===== src/rtl/pipeline_hazard_ctrl.sv =====
// Stall/flush controller for the 5-stage core: combinational pipeline-register
// enables and squashes from a small RUN/MEM_WAIT/FLUSH machine, plus saturating counters.
module pipeline_hazard_ctrl #(
   parameter int REG_AW       = 5,
   parameter int FLUSH_CYCLES = 2,
   parameter int CNT_W        = 32
) (
   input  logic              CLK,
   input  logic              RST,
   input  logic [REG_AW-1:0] ID_RS1,
   input  logic [REG_AW-1:0] ID_RS2,
   input  logic              ID_USE_RS1,
   input  logic              ID_USE_RS2,
   input  logic [REG_AW-1:0] EX_RD,
   input  logic              EX_MEM_READ,
   input  logic              EX_REDIRECT,
   input  logic              IMEM_READY,
   input  logic              DMEM_READY,
   output logic              PC_ENA,
   output logic              IF_ID_ENA,
   output logic              IF_ID_FLUSH,
   output logic              ID_EX_ENA,
   output logic              ID_EX_FLUSH,
   output logic              EX_MEM_ENA,
   output logic [CNT_W-1:0]  STALL_CNT,
   output logic [CNT_W-1:0]  FLUSH_CNT
);

   typedef enum logic [1:0] {RUN, MEM_WAIT, FLUSH} state_t;

   localparam logic [3:0]       FCNT_INIT = 4'(FLUSH_CYCLES - 1);
   localparam logic [CNT_W-1:0] CNT_ONE   = {{(CNT_W-1){1'b0}}, 1'b1};

   state_t     state, state_nxt;
   logic [3:0] fcnt, fcnt_nxt;
   logic       load_use;
   logic       in_flush;
   logic       redirect_acc;

   assign load_use = EX_MEM_READ && (EX_RD != '0) &&
                     ((ID_USE_RS1 && (ID_RS1 == EX_RD)) ||
                      (ID_USE_RS2 && (ID_RS2 == EX_RD)));

   // MEM_WAIT entered from FLUSH keeps fcnt, so a nonzero count resumes the squash
   assign in_flush = (state != RUN) && (fcnt != 4'd0);

   always_comb begin
      PC_ENA       = 1'b1;
      IF_ID_ENA    = 1'b1;
      IF_ID_FLUSH  = 1'b0;
      ID_EX_ENA    = 1'b1;
      ID_EX_FLUSH  = 1'b0;
      EX_MEM_ENA   = 1'b1;
      state_nxt    = RUN;
      fcnt_nxt     = fcnt;
      redirect_acc = 1'b0;
      if (RST) begin
         PC_ENA      = 1'b0;
         IF_ID_ENA   = 1'b0;
         IF_ID_FLUSH = 1'b1;
         ID_EX_ENA   = 1'b0;
         ID_EX_FLUSH = 1'b1;
         EX_MEM_ENA  = 1'b0;
         fcnt_nxt    = 4'd0;
      end else if (!DMEM_READY) begin
         PC_ENA     = 1'b0;
         IF_ID_ENA  = 1'b0;
         ID_EX_ENA  = 1'b0;
         EX_MEM_ENA = 1'b0;
         state_nxt  = MEM_WAIT;
      end else if (EX_REDIRECT) begin
         IF_ID_FLUSH  = 1'b1;
         ID_EX_FLUSH  = 1'b1;
         redirect_acc = 1'b1;
         fcnt_nxt     = (FLUSH_CYCLES > 1) ? FCNT_INIT : 4'd0;
         state_nxt    = (FLUSH_CYCLES > 1) ? FLUSH : RUN;
      end else if (in_flush) begin
         // ID holds a bubble here, so load-use detection is skipped
         PC_ENA      = IMEM_READY;
         IF_ID_FLUSH = 1'b1;
         fcnt_nxt    = fcnt - 4'd1;
         state_nxt   = (fcnt == 4'd1) ? RUN : FLUSH;
      end else if (load_use) begin
         PC_ENA      = 1'b0;
         IF_ID_ENA   = 1'b0;
         ID_EX_FLUSH = 1'b1;
         fcnt_nxt    = 4'd0;
      end else if (!IMEM_READY) begin
         PC_ENA      = 1'b0;
         IF_ID_FLUSH = 1'b1;
         fcnt_nxt    = 4'd0;
      end else begin
         fcnt_nxt = 4'd0;
      end
   end

   always_ff @(posedge CLK or posedge RST) begin
      if (RST) begin
         state     <= RUN;
         fcnt      <= 4'd0;
         STALL_CNT <= '0;
         FLUSH_CNT <= '0;
      end else begin
         state <= state_nxt;
         fcnt  <= fcnt_nxt;
         if (!PC_ENA && (STALL_CNT != '1))
            STALL_CNT <= STALL_CNT + CNT_ONE;
         if (redirect_acc && (FLUSH_CNT != '1))
            FLUSH_CNT <= FLUSH_CNT + CNT_ONE;
      end
   end

endmodule


===== config.mk =====
export PLATFORM = sky130hd
export DESIGN_NAME = pipeline_hazard_ctrl
export DESIGN_NICKNAME = d
export VERILOG_FILES = /design/src/rtl/pipeline_hazard_ctrl.sv
export SDC_FILE = /design/constraint.sdc
export NUM_CORES = 1
export LEC_CHECK = 0
export CORE_UTILIZATION = 35
export DETAILED_ROUTE_END_ITERATION = 16
export GPL_ROUTABILITY_DRIVEN = 1
export PLACE_DENSITY_LB_ADDON = 0.3
export SETUP_SLACK_MARGIN = 0.15
export SYNTH_ARGS = -nofsm -noshare
export SYNTH_HDL_FRONTEND = slang
export SYNTH_SLANG_ARGS = --single-unit
export TNS_END_PERCENT = 100

===== constraint.sdc =====
create_clock -name CLK -period 3.2 [get_ports CLK]
set_input_delay 0.64 -clock CLK [delete_from_list [all_inputs] [get_ports CLK]]
set_output_delay 0.64 -clock CLK [all_outputs]
set_load 0.05 [all_outputs]

* Word level (Yosys, flattened, before mapping)
Cells that the tools add are included. Widths: inputs -> output; s select.
Storage, ports and cells: register bits 70, latch bits 0, memory bits (writable) 0, ROM bits 0, input bits 23, output and inout port bits 70, logic and storage cells 61, memories 0
Cells by class: add/subtract/negate cells 3, multipliers 0, div/mod/pow operators 0, $lt $le $gt $ge 0, equality and inequality tests 5, shift operators 0, muxes and demuxes 36, bitwise logic cells 0, reductions and logical operators 13
Operators by type and width (count):
- $add 32x1->32 const B | 2
- $ne 32x32->1 const B | 2
- $mux 1 | 27
- $mux 4 | 4
- $eq 5x5->1 | 2
- $mux 2 | 5
- $logic_and 1x1->1 | 7
- $reduce_bool 5->1 | 1
- $eq 4x1->1 const B | 1
- $reduce_bool 2->1 | 2
- $reduce_bool 4->1 | 1
- $sub 4x1->4 const B | 1
- $logic_not 1->1 | 1
- $logic_or 1x1->1 | 1

* Longest topological paths before layout
Gate-level depths: netlist (run 1).
word-level depth 11, depth in mapped cells 9, gate-level depth less buffers 8

* Worst setup path after synthesis (run 1)
No wires, ideal clock.
path type input to output, start input RST, end output ID_EX_FLUSH, data arrival time 3.511 ns, required time 2.560 ns, setup slack -0.951 ns, stages 3, path buffers 1, cells stage by stage buf_2 > inv_1 > o21ai_0
Between the ends: word-level cells in the longest chain between the ends 1
RTL lines:
- start, declared | line 9 | input logic RST,
- $mux 1 | line 57 | if (RST) begin
- end, declared | line 23 | output logic ID_EX_FLUSH,
No other way between the ends.

* Worst setup path after layout (run 1)
start input EX_RD[2], end output IF_ID_FLUSH
Between the ends: word-level cells in the longest chain between the ends 9
RTL lines:
- start, declared | line 14 | input logic [REG_AW-1:0] EX_RD,
- $eq 5x5->1 (on tied branches) | line 41, 42
- $logic_and 1x1->1 (on tied branches) | line 41, 42
- $logic_or 1x1->1 | line 41 | ((ID_USE_RS1 && (ID_RS1 == EX_RD)) ||
- $logic_and 1x1->1 (*) | line 40 | assign load_use = EX_MEM_READ && (EX_RD != '0) &&
- $mux 1 (*) | line 83 | end else if (load_use) begin
- $mux 1 (*) | line 77 | end else if (in_flush) begin
- $mux 1 (*) | line 71 | end else if (EX_REDIRECT) begin
- $mux 1 (*) | line 65 | end else if (!DMEM_READY) begin
- $mux 1 (*) | line 57
- end, declared | line 21 | output logic IF_ID_FLUSH,
Mark *: on every way between the ends. The rest lies on a longest branch, timed or not.

==> reports/metrics.csv, run 1 <==
metric;value;unit
CP startpoint kind;primary input;
final wirelength;8130;microns
r2r endpoint;STALL_CNT[1];
CP Max Fanout;3;
CTS tree;done;
FF-to-FF setup slack;0.66;ns
ys async rst share;100;%
register area share after synthesis;49.4;%
cells after synthesis;346;
clock buffer depth;2;
Die Span X;103;microns
Detailed Place HPWL;5950;microns
min Tclk post-route;2.99;ns
Core Rows;36;
Die Area;0.0105;sq mm
Wirelength per Cell;13.7;microns
hold slack;0.483;ns
Root Buffer Master;clkbuf_8;
switching pwr;0.904;mW
htree depth;3;
CTS Hold Bufs;0;
top cells by area, synth;dfrtp_1 49%, xnor2_1 15%, nand3_1 4.2%;
DRT Pass-1 Iters;4;
worst hold-check path type;flop to flop;
syn avg cell area;10.3;sq um
worst path required time;2.56;ns
Max VDD drop;580;uV
number of max-cap violations;0;
Slew Limit Fails;0;
layout cells sized above 1;13.4;%
Post-DRT Antenna Nets;0;
most frequent cells in the layout;85 x clkdlybuf4s50_1, 70 x dfrtp_1, 61 x xnor2_1;
Clock power frac;31.5;%
# diodes;0;
routability cong.;0.807;
clock-pin transition on the worst setup and hold timing paths;0.08;ns
fin crit share;93.5;%
I/O Buffers;92;
FF+latch count, synth;70;
Worst setup EP type;primary output;
Sw Share;34.8;%
residual DRC count;0;
Post-synth EDFFs;0;
reg2reg path depth;7;
GRT Overall Usage;16.3;%
via count;2872;
fmax;334;MHz
Seq pwr share;41.3;%
GRT overflow;0;
clk_lat worst skew;0.34;ns
I/O pin count;93;
CP Cell Sequence;clkdlybuf4s50_1 -> or4_4 -> o21ai_2 -> inv_1 -> and2_4 -> o21ai_1 -> nand2_1 -> nand2_2 -> buf_12;
setup TNS;0;ns
synth warn;0;
status;complete, no violations;
Setup CP Type;primary input to primary output;
CP max stage delay;0.51;ns
slowest CP cell;or4_4;
vias in the first global route;2925;
Top FF cell, synth;dfrtp_1;
crit path to;IF_ID_FLUSH;
total power;2.60;mW
combinational share of power;27.2;%
worst slew pin tran;0.947;ns
crit path launch;EX_RD[2];
vias per cell;4.84;
worst r2r src;fcnt[0];
first-pass GRT wire length;13400;microns
number of DRC markers in iteration 0;68;
nets@finish;483;
Setup Skew;0.0185;ns
Final Hold Vio Count;0;
Slew HR;36.8;%
largest net degree at the start of global routing;71;
Synth top area share;49.4;%
Layout area overhead;40.7;%
syn nets;373;
TritonCTS Sinks;70;
internal power;1.69;mW
leading area contributor after synthesis;dfrtp_1;
arrival time worst endpoint;2.35;ns
initial antenna violation count;0;
most common cell after layout, fill and taps aside;clkdlybuf4s50_1;
Core Area;0.00982;sq mm
Netlist cell types;45;
CTS Buf Count;9;
pwr/cell area;521;mW/mm^2
mapped cell area;0.00355;sq mm
Initial Util;36.1;%
Die H;103;microns
static leakage;2.04;nW
Setup-failing EPs final;0;
unrepaired setup endpoints after global routing;true;
-- cells in the mapped netlist, types with 7 or more instances --
cell type,n
and3_1,9
dfrtp_1,70
inv_1,8
nand2_1,31
nand3_1,30
nand4_1,23
nor2_1,25
nor3_1,8
o21ai_0,7
xnor2_1,61
xor2_1,10
-- metrics by stage --
| step | setup slack, ns | cells | instance area [sq um] | util [%] |
|---|---|---|---|---|
| 2_1_floorplan | 0.0696 | 346 | 3570 | - |
| 3_3_place_gp | 0.0232 | 577 | 4730 | 48.2 |
| 3_5_place_dp | 0.00338 | 577 | 4730 | 48.2 |
| 4_1_cts | 0.127 | 594 | 4970 | 50.7 |
| 5_1_grt | 0.109 | 594 | 4990 | 50.8 |
| 6_report | 0.209 | 594 | 4990 | 50.8 |
-- layer usage --
layer,share of wire (%),global-route usage [%]
met1,44,19.9
met5,0,0
met3,5.3,5.15
met2,50,27.6
met4,0.47,4.73
-- timing repair --
action                     4_1_cts  5_1_grt
pin swaps                        1        3
buffers inserted                 1        0
setup endpoints to repair        4        4
gates resized for setup          3        4
-- cell families (layout without fill, tap and decap cells) --
group,Yosys count,in the layout,synth area share (%)
mux,2,2,0.635
fa+ha+maj,4,4,1.41
buf+inv,18,133,2.72
simple gates,157,157,24.1
compound gates,24,24,4.27
xor+xnor,71,71,17.5
flops,70,70,49.4
-- flip-flops by register name (all words and copies together) (netlist names) --
signal     count
state          2
fcnt           4
STALL_CNT     32
FLUSH_CNT     32
-- critical path: cells and delay by family --
kind,cells,cell delay (ns)
buffers and inverters,3,0.62
AOI/OAI and AO/OA,2,0.27
and+or+nand+nor,4,0.82
-- final cells by class --
cell class	count	area [sq um]
fillers	957	4830
clock inverters	6	91.3
flip-flops and latches	70	1750
clock buffers	10	138
multi-input cells	258	1730
inverters	10	41.3
repair buffers	107	1070
well taps	133	166
-- power groups by stage --
stage | clock network, mW | registers, mW | logic (mW)
4_1_cts | 0.837 | 1.07 | 0.714
3_3_place_gp | 0 | 1.09 | 0.703
3_5_place_dp | 0 | 1.08 | 0.711
6_report | 0.818 | 1.07 | 0.708
2_1_floorplan | 0 | 1.33 | 0.201
5_1_grt | 0.879 | 1.09 | 0.755
-- worst min-delay path by stage --
stage / endpoint / slack [ns] / cells past startpoint / start
5_1_grt: FLUSH_CNT[8] / 0.52 / 1 / FLUSH_CNT[8]
3_5_place_dp: FLUSH_CNT[8] / 0.47 / 1 / FLUSH_CNT[8]
3_3_place_gp: STALL_CNT[25] / 0.48 / 1 / STALL_CNT[25]
2_1_floorplan: fcnt[3] / 0.52 / 2 / fcnt[3]
4_1_cts: FLUSH_CNT[8] / 0.49 / 1 / FLUSH_CNT[8]
6_report: FLUSH_CNT[8] / 0.48 / 1 / FLUSH_CNT[8]
(Power assumes the default switching activity.)
==> run 2, diff against run 1 <==
--- a/config.mk
+++ b/config.mk
@@ -5,6 +5,7 @@
 export SDC_FILE = /design/constraint.sdc
 export NUM_CORES = 1
 export LEC_CHECK = 0
+export ABC_AREA = 1
 export CORE_UTILIZATION = 35
 export DETAILED_ROUTE_END_ITERATION = 16
 export GPL_ROUTABILITY_DRIVEN = 1
==> reports/metrics.csv, run 2 <==
metric;value;unit;change
status;complete, no violations;;
Seq pwr share;38.5;%;-2.8 points
final wirelength;12200;microns;+50%
Synth top area share;39.0;%;-10 points
worst path required time;2.56;ns;about the same
Regs by FF count;FLUSH_CNT: 32 flops, STALL_CNT: 32 flops, fcnt: 4 flops;;
DRT Pass-1 Iters;5;;+1
internal power;1.78;mW;+5.1%
Top cell by count, worst path;nand2_1;;
mapped cell area;0.00449;sq mm;+27%
hold path start;STALL_CNT[28];;
syn nets;658;;+76%
Final WS setup;0.317;ns;+0.108 ns
synth warn;0;;unchanged
Core Rows;41;;+14%
FF+latch count, synth;70;;unchanged
min Tclk post-route;2.88;ns;-0.108 ns
Root Buffer Master;clkbuf_16;;
worst hold-check path type;flop to flop;;
clk_lat worst skew;0.34;ns;about the same
arrival time worst endpoint;2.24;ns;-0.11 ns
Detailed Place HPWL;9200;microns;+55%
CP Max Fanout;4;;+1
number of DRC markers in iteration 0;308;;+350%
Initial Util;35.8;%;-0.36 points
reg2reg path depth;12;;+5
Setup-failing EPs final;0;;unchanged
Die Span X;115;microns;+12%
r2r endpoint;STALL_CNT[1];;
worst slew pin tran;0.892;ns;-0.0550 ns
pwr/cell area;458;mW/mm^2;-12%
Worst Hold Endpoint;STALL_CNT[28];;
clock-pin transition on the worst setup and hold timing paths;0.05;ns;-0.03 ns
Netlist cell types;29;;-36%
vias per cell;4.87;;+0.76%
# diodes;0;;unchanged
most common cell after layout, fill and taps aside;nand2_1;;
CP max stage delay;0.53;ns;+0.02 ns
Setup Skew;0.00537;ns;-0.0131 ns
slowest CP cell;clkdlybuf4s50_1;;
CP startpoint kind;primary input;;
Critical path buffers and inverters;4;;+1
Final Hold Vio Count;0;;unchanged
CP Cell Sequence;clkdlybuf4s50_1 -> inv_1 -> nand2_1 -> nand2_1 -> nor2_1 -> nand3_1 -> nand2_1 -> nand2_1 -> nand2_1 -> nand2_2 -> nand2_4 -> inv_1 -> buf_4;;
most frequent cells in the layout;226 x nand2_1, 86 x clkdlybuf4s50_1, 74 x nor2_1;;
I/O Buffers;92;;unchanged
vias in the first global route;4066;;+39%
Clock power frac;35.3;%;+3.8 points
top cells by area, synth;dfrtp_1 39%, nand2_1 19%, xor2_1 8.6%;;
Largest delay share family, worst path;buffers and inverters;;
residual DRC count;0;;unchanged
clock buffer depth;2;;unchanged
Max VDD drop;224;uV;-61%
count leader, synth;nand2_1;;
hold depth;2;;+1
cells after synthesis;631;;+82%
combinational share of power;26.2;%;-1.0 points
Die H;115;microns;+12%
largest net degree at the start of global routing;71;;unchanged
Sw Share;34.4;%;-0.38 points
leading area contributor after synthesis;dfrtp_1;;
Top FF cell, synth;dfrtp_1;;
GRT Overall Usage;19.0;%;+2.7 points
layout cells sized above 1;6.29;%;-7.2 points
worst r2r src;fcnt[0];;
unrepaired setup endpoints after global routing;false;;
Post-synth top cells;227 x nand2_1, 75 x nor2_1, 70 x dfrtp_1;;
static leakage;2.75;nW;+35%
syn avg cell area;7.12;sq um;-31%
Slew Limit Fails;0;;unchanged
fmax;347;MHz;+3.8%
initial antenna violation count;0;;unchanged
setup slack at placement;0.289;ns;+0.286 ns
TritonCTS Sinks;70;;unchanged
Post-synth EDFFs;0;;unchanged
Wirelength per Cell;13.5;microns;-1.6%
register area share after synthesis;39.0;%;-10 points
routability cong.;0.907;;+12%
crit path launch;EX_RD[4];;
number of max-cap violations;0;;unchanged
Post-DRT Antenna Nets;0;;unchanged
CTS Buf Count;9;;unchanged
switching pwr;0.934;mW;+3.3%
fin crit share;90.1;%;-3.4 points
via count;4399;;+53%
CTS tree;done;;
nets@finish;753;;+56%
Die Area;0.0133;sq mm;+26%
ys async rst share;100;%;unchanged
CTS Hold Bufs;0;;unchanged
GRT overflow;0;;unchanged
Post-CTS Setup Inserts;0;;-1
Setup CP Type;primary input to primary output;;
Worst setup EP type;primary output;;
Slew HR;40.5;%;+3.7 points
Layout area overhead;31.7;%;
I/O pin count;93;;unchanged
Core Area;0.0126;sq mm;+28%
setup TNS;0;ns;unchanged
FF-to-FF setup slack;1.00;ns;+0.34 ns
htree depth;3;;unchanged
first-pass GRT wire length;19800;microns;+47%
[run 2: changes by cell type after synthesis, moves of 5 or more]
cell,before,now
nand2_1,31,227
inv_1,8,58
nor2_1,25,75
xnor2_1,61,14
xor2_1,10,44
nor3_1,8,28
nand3_1,30,46
and3_1,9,0
and2_1,6,0
and4_1,6,0
buf_2,2,7
nand4_1,23,18
[run 2: how the worst max path moves through the flow]
stage                              to  slack, ns  cells after the start
after floorplan           ID_EX_FLUSH       0.24                      2
after global placement         PC_ENA       0.36                     13
after detailed placement       PC_ENA       0.29                     13
after CTS                      PC_ENA       0.28                     13
after global routing           PC_ENA       0.17                     13
final                          PC_ENA       0.32                     13
[run 2: per-layer routing]
metal	wire length, microns	GRT usage (%)
met1	5920	26.7
met2	5390	29.3
met3	704	3.74
met4	160	6.23
met5	0	0
[run 2: final cells by class]
class | instances | area [sq um]
Fill cell | 1244 | 6650
Timing Repair Buffer | 97 | 981
Sequential cell | 70 | 1750
Multi-Input combinational cell | 489 | 2460
Clock buffer | 13 | 270
Clock inverter | 3 | 17.5
Tap cell | 172 | 215
Inverter | 59 | 225
[run 2: logic make-up after synthesis]
| group | synth area share, % |
|---|---|
| AOI/OAI and AO/OA | 1.98 |
| xor gates and xnor gates | 11.3 |
| adders and majority gates | 1.11 |
| buffers and inverters | 6.96 |
| DFF | 39.0 |
| and+or+nand+nor | 39.7 |
[run 2: power by group through the flow]
stage | combinational [mW] | sequential [mW] | clock (mW)
floorplan | 0.263 | 1.26 | 0
global placement | 0.703 | 1.06 | 0
detailed placement | 0.713 | 1.06 | 0
CTS | 0.715 | 1.05 | 0.979
global route | 0.769 | 1.06 | 1.02
finish | 0.711 | 1.05 | 0.958
[run 2: worst reg2reg max path, cell delays in order (launching register included)]
cell	delay (ns)
dfrtp_1	0.38
inv_1	0.11
ha_1	0.21
nand2_1	0.06
o21ai_0	0.14
nand2_1	0.12
nand2_1	0.15
nand2_2	0.11
nand2_4	0.10
buf_4	0.23
nand2_4	0.24
nand2_1	0.16
nand2_1	0.06
[run 2: through the flow]
stage          cell area (sq um)  std cells  total power, mW  hold WS, ns  util, %
2_1_floorplan               4520        631             1.52        0.494        -
3_3_place_gp                5630        887             1.76        0.486     44.8
3_5_place_dp                5630        887             1.77        0.491     44.8
4_1_cts                     5910        903             2.74        0.510     47.0
5_1_grt                     5920        903             2.85        0.542     47.1
6_report                    5920        903             2.71        0.509     47.1
[run 2: what timing repair did]
| item | in CTS | in global routing |
|---|---|---|
| gates resized for setup | 0 | 2 |
| hold endpoints to repair | 0 | 0 |
| setup endpoints to repair | 0 | 1 |
==> run 3, diff against run 2 <==
==> constraint.sdc (replaced) <==
create_clock -name CLK -period 2.75 [get_ports CLK]
set_input_delay 0.55 -clock CLK [delete_from_list [all_inputs] [get_ports CLK]]
set_output_delay 0.55 -clock CLK [all_outputs]
set_load 0.05 [all_outputs]
==> reports/metrics.csv, run 3 (synthesis results as in run 2) <==
metric;value;unit;change
status;complete, no violations;;
Wirelength per Cell;13.6;microns;+1.2%
I/O pin count;93;;unchanged
layout cells sized above 1;8.28;%;+2.0 points
hold slack;0.517;ns;+0.00766 ns
Initial Util;35.8;%;unchanged
arrival time worst endpoint;1.96;ns;-0.28 ns
Max VDD drop;317;uV;+41%
CTS tree;done;;
Setup CP Type;primary input to primary output;;
Core Rows;41;;unchanged
Setup-failing EPs final;0;;unchanged
min Tclk post-route;2.51;ns;
Fillers;1271;;+2.2%
Die H;115;microns;unchanged
Worst setup EP type;primary output;;
I/O Buffers;92;;unchanged
Final Hold Vio Count;0;;unchanged
worst hold-check path type;flop to flop;;
GRT Overall Usage;19.6;%;+0.59 points
pwr/cell area;551;mW/mm^2;+20%
Slew HR;38.8;%;-1.7 points
initial antenna violation count;0;;unchanged
vias per cell;4.88;;about the same
CP Cell Sequence;clkdlybuf4s50_1 -> inv_1 -> nand2_1 -> nand2_1 -> nor2_2 -> nand3_1 -> nand2_2 -> nand3_1 -> a31oi_4 -> buf_12;;
placed cell count;891;;+0.45%
CP Max Fanout;2;;-2
Die Span X;115;microns;unchanged
number of max-cap violations;0;;unchanged
most frequent cells in the layout;222 x nand2_1, 76 x clkdlybuf4s50_1, 73 x nor2_1;;
CTS Buf Count;9;;unchanged
largest net degree at the start of global routing;71;;unchanged
worst slew pin tran;0.917;ns;+0.0250 ns
Finished Layout Cells;909;;+0.66%
vias in the first global route;4254;;+4.6%
Detailed Place HPWL;9470;microns;+2.9%
Root Buffer Master;clkbuf_16;;
# diodes;0;;unchanged
slowest CP cell;clkdlybuf4s50_1;;
DR WL met2;5820;microns;+8.0%
CP max stage delay;0.48;ns;-0.05 ns
fmax;399;MHz;
uppermost routed layer;met4;;
unrepaired setup endpoints after global routing;false;;
routability cong.;0.936;;+3.2%
total power;3.36;mW;+24%
most common cell after layout, fill and taps aside;nand2_1;;
Slew Limit Fails;0;;unchanged
number of DRC markers in iteration 0;384;;+25%
Post-DRT Antenna Nets;0;;unchanged
clock buffer depth;2;;unchanged
clk_lat worst skew;0.33;ns;about the same
DRT Pass-1 Iters;6;;+1
area of the multi-input gates;0.00247;sq mm;+0.51%
TritonCTS Sinks;70;;unchanged
Regs by FF count;FLUSH_CNT: 32 flops, STALL_CNT: 32 flops, fcnt: 4 flops;;
via count;4432;;+0.75%
Setup Skew;0.00816;ns;+0.00278 ns
nets@finish;759;;+0.80%
first-pass GRT wire length;20500;microns;+3.8%
htree depth;3;;unchanged
GRT overflow;0;;unchanged
Register Area;0.00175;sq mm;unchanged
Layout area overhead;35.5;%;
CP startpoint kind;primary input;;
residual DRC count;0;;unchanged
routed wl met3;642;microns;-8.8%
length of routed wiring on met1;5720;microns;-3.4%
setup TNS;0;ns;unchanged
static leakage;2.89;nW;+4.9%
Die Area;0.0133;sq mm;unchanged
clock-pin transition on the worst setup and hold timing paths;0.05;ns;about the same
final wirelength;12400;microns;+1.9%
Core Area;0.0126;sq mm;unchanged
Final Util;48.5;%;+1.3 points
fin crit share;91.2;%;
worst path required time;2.20;ns;-0.36 ns
run 3: cell count changes in the layout (fill, tap and decap cells not counted), moves of 2 or more:
cell	previous run	this run
buf_12	3	7
dlymetal6s2s_1	0	7
nand2_2	2	6
buf_4	8	10
inv_2	1	5
clkdlybuf4s50_1	86	76
bufinv_16	0	2
nand2_1	226	222
inv_1	57	53
dlygate4sd2_1	0	3
run 3: report_power, final:
group / internal [mW] / switching, mW
clock: 0.867 / 0.434
sequential: 1.11 / 0.104
combinational: 0.295 / 0.549
total: 2.27 / 1.09
run 3: stage by stage:
| step | worst slack [ns] | cell area [sq um] |
|---|---|---|
| 4_1_cts | 0.172 | 6050 |
| 2_1_floorplan | 0.00243 | 4520 |
| 5_1_grt | 0.129 | 6090 |
| 6_report | 0.243 | 6090 |
| 3_5_place_dp | 0.0353 | 5710 |
| 3_3_place_gp | 0.0977 | 5710 |
run 3: repair_timing:
| item | in CTS | in global routing |
|---|---|---|
| gates resized for setup | 7 | 14 |
| setup buffers | 1 | 1 |
| endpoints found under the setup margin | 2 | 4 |
| pin swaps | 1 | 9 |
| gates cloned | 0 | 0 |
| hold buffers | 0 | 0 |
run 3: layer usage:
metal  vias to the layer above  GRT usage, %
met5                         -             0
met2                       143          30.9
met4                         0          7.27
met1                      2066          27.2
li1                       2205             -
met3                        18          2.95
run 3: worst paths after layout:
path,start,endpoint,slack (ns),cells past startpoint
worst max-delay path,ID_RS2[0],ID_EX_FLUSH,0.24,10
min in group asynchronous,RST,FLUSH_CNT[27],1.12,4
worst min-delay path,FLUSH_CNT[3],FLUSH_CNT[3],0.52,1
worst max register to register,fcnt[0],STALL_CNT[22],0.55,13
worst min register to register,FLUSH_CNT[3],FLUSH_CNT[3],0.52,1
max in group asynchronous,RST,FLUSH_CNT[31],1.00,4
run 3: layout make-up:
class	instances	area share, %
repair buffers	103	17.9
multi-input cells	489	40.6
well taps	172	3.53
inverters	59	3.70
flip-flops and latches	70	28.8
clock inverters	3	1.07
clock buffers	13	4.44
run 3: critical path, delay by kind of cell:
kind	cells	cell delay [ns]
AOI/OAI and AO/OA	1	0.20
buffers and inverters	3	0.69
and+or+nand+nor	6	0.52
==> RTL edit 1, RTL diff (config.mk and constraints of run 1) <==
Encoding of `state_t`: now one-hot (3 bits for 3 states).
--- a/src/rtl/pipeline_hazard_ctrl.sv
+++ b/src/rtl/pipeline_hazard_ctrl.sv
@@ -26,7 +26,7 @@
    output logic [CNT_W-1:0]  FLUSH_CNT
 );
 
-   typedef enum logic [1:0] {RUN, MEM_WAIT, FLUSH} state_t;
+   typedef enum logic [2:0] {RUN = 3'b001, MEM_WAIT = 3'b010, FLUSH = 3'b100} state_t;
 
    localparam logic [3:0]       FCNT_INIT = 4'(FLUSH_CYCLES - 1);
    localparam logic [CNT_W-1:0] CNT_ONE   = {{(CNT_W-1){1'b0}}, 1'b1};
Check against the original RTL: same outputs for any inputs over 10 cycles, from zero or initial values and one cycle with RST high; not proved beyond that.
==> RTL edit 1 against run 1 <==
Maximum frequency is 1.5% higher. Area after synthesis is 4.2% higher. Sequential share of layout area is 0.062 points lower. Total power is 2.1% higher. Wire length is 0.66% higher. Design area is 1.7% higher. Sequential cell count is 1 higher. Worst setup slack better by 0.044 ns. Critical path type unchanged. Critical endpoint unchanged. Largest power group unchanged. Highest routed layer unchanged.
==> RTL edit 1: results (changes against run 1) <==
run_status:
  status: "complete, no violations"
final_layout:
  reg_top3: "FLUSH_CNT (32), STALL_CNT (32), fcnt (4)"
  drive_above_1_share_pct: 12.8  # -0.63 points
  stdcell_count: 604  # +1.7%
  fin_nets: 490  # +1.4%
worst_setup_path:
  ff2ff_path_depth: 7  # unchanged
  arrival_ns: 2.31  # -0.04 ns
  critical-path-top-delay-family: "buffers and inverters"
  cpPeakStageDelay_ns: 0.47  # -0.04 ns
  cpMaxStageDelayCell: "clkdlybuf4s50_1"
  regToRegSetupSlack_ns: 0.63  # -0.03 ns
  r2r-end: "STALL_CNT[1]"
  path_max_fanout: 2  # -1
  r2r-start: "state[0]"
placement:
  gp_congestion: 0.809  # +0.24%
  place_area_sq_mm: 0.00483  # +2.1%
  hpwlAfterDp_mm: 6.09  # +2.3%
  pre_cts_ws_ns: 0.0814  # +0.0780 ns
  dp.cells: 586  # +1.6%
worst_hold_path:
  holdPathEnd: "FLUSH_CNT[17]"
  hold_start: "FLUSH_CNT[17]"
clock_tree:
  post_cts_buffers: 0  # -1
  cts_resized: 5  # +2
  clock_latency_ns: 0.34  # about the same
timing:
  hold_ws_ns: 0.488  # +0.00490 ns
  clock_skew_ns: 0.0123  # -0.00623 ns
  relSlewSlack_pct: 40.6  # +3.9 points
pwr:
  p_clk_mw: 0.789  # -3.5%
  ir_drop_v: 0.000424  # -27%
  sw_frac_of_total_pct: 35.2  # +0.37 points
  p_sw_mw: 0.933  # +3.2%
  p_leak_nw: 2.10  # +2.9%
synthesis:
  async_flop_share_pct: 100  # unchanged
  avgSynthCellArea_sq_um: 10.4  # +1.9%
  synthFlopType: "dfrtp_1"
  seq_area_frac_synth_pct: 48.1  # -1.3 points
  yosysWarnings: 0  # unchanged
  synth_commonest_cells: "dfrtp_1, xnor2_1, nand2_1, nor2_1, nand4_1"
  synth_compound_area_share_pct: 5.92  # +1.7 points
  synth.distinct_cells: 46  # +2.2%
  synthAdderAreaFrac_pct: 1.35  # -0.057 points
  synth-xor-area-share_pct: 16.3  # -1.2 points
  synth_nets: 381  # +2.1%
  yosys-mux-area-fraction_pct: 0.914  # +0.28 points
  synthTopCellsByArea: "dfrtp_1, xnor2_1, xor2_1"
grt:
  grt_use_met2_pct: 25.5  # -2.1 points
  grt.total_usage_pct: 15.6  # -0.74 points
  grt_pass1_wl_mm: 13.8  # +2.3%
  use_met3_pct: 4.87  # -0.29 points
  grt_max_degree: 73  # +2.8%
  grt_pass1_vias: 2900  # -0.85%
  met1_usage_pct: 19.7  # -0.20 points
route:
  met2_length_mm: 3.89  # -3.8%
  drt-pass1-iter-count: 6  # +2
  wl_met1_mm: 3.71  # +2.6%
  dr_wl_met3_um: 465  # +7.6%
  drt_iter0_markers: 78  # +15%
  viasPerCell: 4.80  # -0.73%
  wl_per_cell_um: 13.6  # -1.0%
## RTL edit 1: how the worst max path moves through the flow
| stage | from | endpoint | slack, ns | cells after the start |
|---|---|---|---|---|
| final | ID_RS2[4] | IF_ID_FLUSH | 0.25 | 9 |
| after global routing | ID_RS2[4] | IF_ID_FLUSH | 0.18 | 9 |
| after CTS | EX_RD[0] | IF_ID_FLUSH | 0.17 | 9 |
| after detailed placement | EX_RD[1] | ID_EX_FLUSH | 0.08 | 7 |
| after global placement | EX_RD[1] | ID_EX_FLUSH | 0.08 | 7 |
| after floorplan | RST | STALL_CNT[20] | -0.29 | 8 |
## RTL edit 1: layout make-up
cell class | instances | area [sq um]
timing repair buffer | 104 | 1020
fill | 953 | 5200
sequential | 71 | 1780
multi-input combinational | 260 | 1820
inverter | 17 | 67.6
clock buffer | 11 | 141
tap | 136 | 170
clock inverter | 5 | 81.3
==> RTL edit 2, RTL diff (settings of run 1) <==
Without the edit above. Set the parameter `CNT_W` to 48 (it was 32).
--- a/src/rtl/pipeline_hazard_ctrl.sv
+++ b/src/rtl/pipeline_hazard_ctrl.sv
@@ -3,7 +3,7 @@
 module pipeline_hazard_ctrl #(
    parameter int REG_AW       = 5,
    parameter int FLUSH_CYCLES = 2,
-   parameter int CNT_W        = 32
+   parameter int CNT_W        = 48
 ) (
    input  logic              CLK,
    input  logic              RST,
Ports: changed (resized FLUSH_CNT and STALL_CNT); port bits go from 93 to 125. No check against the original RTL was run, so the function may have changed too.
==> RTL edit 2 against run 1 <==
Total power increased by 34%. Area after synthesis increased by 43%. Clock power increased by 45%. Sequential cell count increased by 32. Design area increased by 41%. Worst setup slack improved by 0.057 ns. Global-route usage increased by 1.6 points. Via count increased by 46%. Worst hold slack improved by 0.0046 ns. Die area increased by 42%. Wire length increased by 55%. Critical endpoint is now IF_ID_ENA. Highest routed layer unchanged.
==> RTL edit 2: results (changes against run 1) <==
worst_setup_path:
  cpMaxStageDelayCell: "clkdlybuf4s50_1"
  arrival_ns: 2.29  # -0.06 ns
  cpPeakStageDelay_ns: 0.55  # +0.04 ns
  ff2ff_path_depth: 9  # +2
  r2r-start: "STALL_CNT[0]"
  critical-path-top-delay-family: "buffers and inverters"
  regToRegSetupSlack_ns: 0.53  # -0.13 ns
  r2r-end: "STALL_CNT[31]"
pwr:
  p_sw_mw: 1.09  # +20%
  seq_power_mw: 1.49  # +39%
  ir_drop_v: 0.000482  # -17%
route:
  dr_wl_met3_um: 746  # +73%
  viasPerCell: 5.14  # +6.3%
  met2_length_mm: 6.34  # +57%
  wl_met1_mm: 5.38  # +49%
  drt_iter0_markers: 163  # +140%
  wl_per_cell_um: 15.4  # +13%
grt:
  grt_pass1_wl_mm: 21.0  # +56%
  grt.total_usage_pct: 17.9  # +1.6 points
  met1_usage_pct: 21.3  # +1.3 points
  use_met3_pct: 5.67  # +0.52 points
  grt_pass1_vias: 4248  # +45%
worst_hold_path:
  hold_start: "FLUSH_CNT[10]"
clock_tree:
  cts_resized: 2  # -1
  post_cts_buffers: 0  # -1
  root_buffer: "clkbuf_16"
  clk_pin_slew_ns: 0.06  # -0.02 ns
final_layout:
  reg_top3: "FLUSH_CNT (48), STALL_CNT (48), fcnt (4)"
  fin_nets: 658  # +36%
synthesis:
  avgSynthCellArea_sq_um: 10.4  # +1.1%
  synth_commonest_cells: "dfrtp_1, xnor2_1, nand2_1, xor2_1, nand4_1"
placement:
  pre_cts_ws_ns: 0.0808  # +0.0774 ns
  dp.cells: 799  # +38%
  hpwlAfterDp_mm: 9.19  # +55%
timing:
  relSlewSlack_pct: 55.1  # +18 points
  fmax_ghz: 0.341  # +1.9%
  hold_ws_ns: 0.488  # +0.00459 ns
run_status:
  status: "complete, no violations"
RTL edit 2: area by class of cell:
type / instances / area [sq um] / area share, %
clock buffers: 12 / 256 / 3.65
clock inverters: 3 / 67.6 / 0.962
inverters: 14 / 56.3 / 0.802
multi-input cells: 363 / 2440 / 34.8
flip-flops and latches: 102 / 2550 / 36.3
well taps: 180 / 225 / 3.21
repair buffers: 141 / 1420 / 20.3
RTL edit 2: logic make-up after synthesis:
| family | count (synthesis) | share of synthesized area, % |
|---|---|---|
| AO/OA/AOI/OAI | 22 | 3.15 |
| XOR/XNOR | 104 | 17.9 |
| adder cells (fa/ha/maj) | 4 | 0.985 |
| buffers and inverters | 25 | 2.31 |
| flip-flops | 102 | 50.2 |
| multiplexers | 3 | 0.640 |
| AND/OR/NAND/NOR | 230 | 24.7 |
